**src/rtl/cpu_control_fsm.sv**
```systemverilog
// Multi-cycle control unit for the 16-bit CPU: latches one instruction per run
// handshake and sequences bus select, A/G loads, ALU op and register write.
module cpu_control_fsm #(
  parameter int IDX_W  = 4,
  parameter int DATA_W = 16
) (
  input  logic              clk,
  input  logic              resetn,
  input  logic              run,
  input  logic [DATA_W-1:0] din,
  output logic [IDX_W-1:0]  wr_idx,
  output logic              wr_en,
  output logic [IDX_W-1:0]  rd_idx,
  output logic [1:0]        bus_sel,
  output logic              a_load,
  output logic              g_load,
  output logic              alu_sub,
  output logic              busy,
  output logic              done,
  output logic              illegal
);

  typedef enum logic [1:0] {S_IDLE, S_T1, S_T2, S_T3} state_t;

  localparam logic [IDX_W-1:0] OP_MV  = IDX_W'(0);
  localparam logic [IDX_W-1:0] OP_MVI = IDX_W'(1);
  localparam logic [IDX_W-1:0] OP_ADD = IDX_W'(2);
  localparam logic [IDX_W-1:0] OP_SUB = IDX_W'(3);

  localparam logic [1:0] BUS_REG = 2'b00;
  localparam logic [1:0] BUS_DIN = 2'b01;
  localparam logic [1:0] BUS_G   = 2'b10;

  state_t state, state_nx;

  // Only op/rx/ry are kept; the low nibble of the instruction word is don't-care.
  logic [3*IDX_W-1:0] ir;
  logic [IDX_W-1:0]   op, rx, ry;
  logic               unused_din;

  assign op = ir[3*IDX_W-1 -: IDX_W];
  assign rx = ir[2*IDX_W-1 -: IDX_W];
  assign ry = ir[IDX_W-1:0];
  assign unused_din = ^din[DATA_W-3*IDX_W-1:0];

  always_ff @(posedge clk or negedge resetn) begin
    if (!resetn) begin
      state <= S_IDLE;
      ir    <= '0;
    end else begin
      state <= state_nx;
      if (state == S_IDLE && run)
        ir <= din[DATA_W-1 -: 3*IDX_W];
    end
  end

  always_comb begin
    state_nx = S_IDLE;
    wr_idx   = '0;
    wr_en    = 1'b0;
    rd_idx   = '0;
    bus_sel  = BUS_REG;
    a_load   = 1'b0;
    g_load   = 1'b0;
    alu_sub  = 1'b0;
    busy     = 1'b0;
    done     = 1'b0;
    illegal  = 1'b0;
    case (state)
      S_IDLE: begin
        if (run)
          state_nx = S_T1;
      end
      S_T1: begin
        busy = 1'b1;
        case (op)
          OP_MV: begin
            rd_idx = ry;
            wr_idx = rx;
            wr_en  = 1'b1;
            done   = 1'b1;
          end
          OP_MVI: begin
            bus_sel = BUS_DIN;
            wr_idx  = rx;
            wr_en   = 1'b1;
            done    = 1'b1;
          end
          OP_ADD, OP_SUB: begin
            rd_idx   = rx;
            a_load   = 1'b1;
            state_nx = S_T2;
          end
          default: begin
            done    = 1'b1;
            illegal = 1'b1;
          end
        endcase
      end
      // T2/T3 are only reachable for ADD/SUB; anything else falls back to idle.
      S_T2: begin
        busy = 1'b1;
        if (op == OP_ADD || op == OP_SUB) begin
          rd_idx   = ry;
          g_load   = 1'b1;
          alu_sub  = (op == OP_SUB);
          state_nx = S_T3;
        end
      end
      S_T3: begin
        busy    = 1'b1;
        bus_sel = BUS_G;
        wr_idx  = rx;
        wr_en   = 1'b1;
        done    = 1'b1;
      end
      default: state_nx = S_IDLE;
    endcase
  end

endmodule

```
**config.mk**
```make
export PLATFORM = sky130hd
export DESIGN_NAME = cpu_control_fsm
export DESIGN_NICKNAME = d
export VERILOG_FILES = /design/src/rtl/cpu_control_fsm.sv
export SDC_FILE = /design/constraint.sdc
export NUM_CORES = 1
export LEC_CHECK = 0
export BUFFER_PORTS_ARGS = -buffer_cell sky130_fd_sc_hd__buf_4
export CAP_MARGIN = 5
export CORE_ASPECT_RATIO = 1.2
export CORE_MARGIN = 3
export CORE_UTILIZATION = 25
export DETAILED_ROUTE_END_ITERATION = 6
export GPL_TIMING_DRIVEN = 0
export MAX_ROUTING_LAYER = met4
export PLACE_DENSITY_LB_ADDON = 0.12
export RECOVER_POWER = 50
export SLEW_MARGIN = 20
export SYNTH_ARGS = -nofsm -noshare
export SYNTH_HDL_FRONTEND = slang
export SYNTH_SLANG_ARGS = --single-unit
```
**constraint.sdc**
```tcl
create_clock -name clk -period 2.12 [get_ports clk]
set_input_delay 0.212 -clock clk [delete_from_list [all_inputs] [get_ports clk]]
set_output_delay 0.212 -clock clk [all_outputs]
set_load 0.01 [all_outputs]
```
==> metrics.txt <==
outcome=finished clean; minimum setup slack after placement=between 0.3 and 0.4 ns; Leakage=0.536 nW; later-pin clock latency in the skew report=0.29 ns; min-delay worst type=primary input to register; post-detail-place hpwl=1.56 mm; critical path arrival=1.82 ns; Avg Inst Size Synth=~11 sq um; combinational share of power=0.335; final-report max-slew violation count=0; Setup Crit Path Kind=register to output pin; Final Cell Area=about 1200 sq um; Setup WS post-layout=between 0.08 and 0.09 ns; Synth Register Bits=14; P_sw=~0.28 mW; fin crit share=0.958; CP startpoint kind=register; Sw Ratio=0.317; # placed instances=approximately 140; fmax=between 0.4 and 0.5 GHz; synth warn=0; antenna diode count=0; gr ovfl total=0; antenna violations before repair=0; CTS tree=done; total die area=~4000 sq um; die height=68.8 um; Worst Path Required=between 1.5 and 2 ns; die width=58.3 um; Placer Congestion=about 0.74; layout cells sized above 1=0.491; Final setup viols=0; Worst VDD drop=around 0.00034 V; residual DRC count=0; Post-Route Utilization=0.371; initial core utilization=0.264; Reg clk slew, reported paths=approximately 0.09 ns; max-cap violation count=0; Worst Path Max Fanout=5; # fillers=340; Max-slew headroom=0.480; drt first-iter violations=11; cts bufs inserted=3; synth top area cells=dfrtp_1 (43%), mux2_2 (16%), nand4bb_1 (6.8%); P_int=0.599 mW; post-route ant nets=0; area leader, netlist=dfrtp_1; number of global-route vias before repair=between 700 and 800; number of library cell types mapped by synthesis=22; Pre-antenna DRT Iters=4; vias per inst=~4.8; Final min period=roughly 2 ns; Worst-Margin Slew=a little under 0.8 ns; post-synthesis cell count=74; Crit. End Element=output pin; Clock power frac=0.223; final hold vios=0; CORE AREA=approximately 3100 sq um; I/O pin total=36; DP Area=around 1100 sq um; sequential share of the synthesized area=0.426; Flop pwr share=0.443; area share of the leading cell type in the synthesized netlist=0.426; CTS Buffer Depth=2; Setup Skew=between 0.005 and 0.006 ns; area grow syn2layout=40.5%; CTS Root Cell=clkbuf_4; final cell count without fillers=around 150; first-pass GRT wire length=around 3.2 mm; GRT Overall Usage=0.111; Row Count=22; final wirelength=~2 mm; largest net degree at the start of global routing=15; RSZ-0062 raised after global routing=true; htree depth=1; wire per inst=roughly 14 um; Synthesized Nets=97; IO buf count=31; Mapped Area=~820 sq um; PwrDens=between 700 and 800 nW/um^2; clock sink total=14; fin nets=134; Via Count=around 700
## worst max-delay path: stages, from the launching register on
cell	delay, ns
dfrtp_1	0.41
inv_1	0.08
ha_2	0.21
or4b_4	0.52
a21boi_1	0.17
buf_4	0.14
## area by class of cell
cell class                 count  area [sq um]  share of cell area
sequential                    14           350               0.303
multi-input combinational     50           443               0.384
timing repair buffer          32           239               0.207
inverter                       6          22.5              0.0195
tap                           36          45.0              0.0390
clock buffer                   4          36.3              0.0314
buffer                         4          18.8              0.0163
## synth_stat cells
master,number
ha_1,4
buf_2,2
nor2_1,2
and3_1,1
a21boi_1,3
or3b_2,1
or4b_4,1
o2111a_1,1
a21oi_1,1
nor3b_1,1
a31oi_1,4
nand3_1,8
nand4bb_1,5
mux2_2,12
o21ai_0,1
dfrtp_1,14
clkbuf_1,2
inv_1,6
and4_1,1
a21boi_2,1
nand2_1,2
and4b_1,1
## metrics by stage
stage                TNS, ns  hold slack (ns)  power [mW]
floorplan                  0          -0.0836       0.567
global placement           0           0.0752       0.679
detailed placement         0           0.0745       0.686
CTS                        0            0.143       0.885
global route        -0.00432            0.144       0.935
finish                     0            0.148       0.876
## cells by family after synthesis
| group | Yosys count | synth area share |
|---|---|---|
| AOI/OAI and AO/OA | 11 | 0.0974 |
| DFF | 14 | 0.426 |
| muxes | 12 | 0.164 |
| and+or+nand+nor | 23 | 0.202 |
| adders and majority gates | 4 | 0.0609 |
| buffers and inverters | 10 | 0.0487 |
## per-layer routing
metal  vias to the layer above  wire [um]  GRT usage
met5                         -          0          -
met4                         0         52     0.0696
met3                         5        133     0.0205
met2                        23        937      0.175
met1                       324        864      0.131
li1                        342          -          -
## state kept, by name, summed over array words and instances, names as in the netlist
register / count
state: 2
ir: 12
## cells in the final DEF, fill, tap and decap left out, types with 2 or more instances in the layout
master     Yosys  layout
ha_1           4       3
dfrtp_1       14      14
buf_4          0      30
a21boi_1       3       3
a31oi_1        4       3
inv_1          6       6
buf_2          2       2
clkbuf_4       0       3
nand3_1        8       8
nor2_1         2       2
clkbuf_1       2       2
nand2_1        2       2
mux2_2        12      12
nand4bb_1      5       5
## path summary, 6_finish.rpt
kind / from / to / slack, ns / cells past startpoint
worst min-delay path: din[6] / ir[2]$_DFFE_PN0P_ / 0.15 / 2
worst min register to register: ir[7]$_DFFE_PN0P_ / ir[7]$_DFFE_PN0P_ / 0.54 / 1
min in group asynchronous: resetn / ir[6]$_DFFE_PN0P_ / 0.51 / 2
worst max register to register: state[0]$_DFF_PN0_ / ir[11]$_DFFE_PN0P_ / 0.54 / 5
max in group asynchronous: resetn / ir[10]$_DFFE_PN0P_ / 1.12 / 2
worst max-delay path: state[1]$_DFF_PN0_ / wr_idx[3] / 0.09 / 5
## power groups by stage
| stage | combinational, mW | sequential, mW | clock, mW |
|---|---|---|---|
| 3_3_place_gp | 0.286 | 0.392 | 0 |
| 5_1_grt | 0.323 | 0.400 | 0.212 |
| 2_1_floorplan | 0.195 | 0.373 | 0 |
| 4_1_cts | 0.294 | 0.389 | 0.202 |
| 6_report | 0.293 | 0.388 | 0.195 |
| 3_5_place_dp | 0.291 | 0.394 | 0 |
## what timing repair did
item / in CTS / in global routing
buffers inserted: 0 / 0
setup endpoints to repair: 0 / 7
gates resized for setup: 0 / 5
hold buffers: 1 / 0
hold endpoints to repair: 14 / 0
Note: power is estimated with default switching activity, not from simulation.
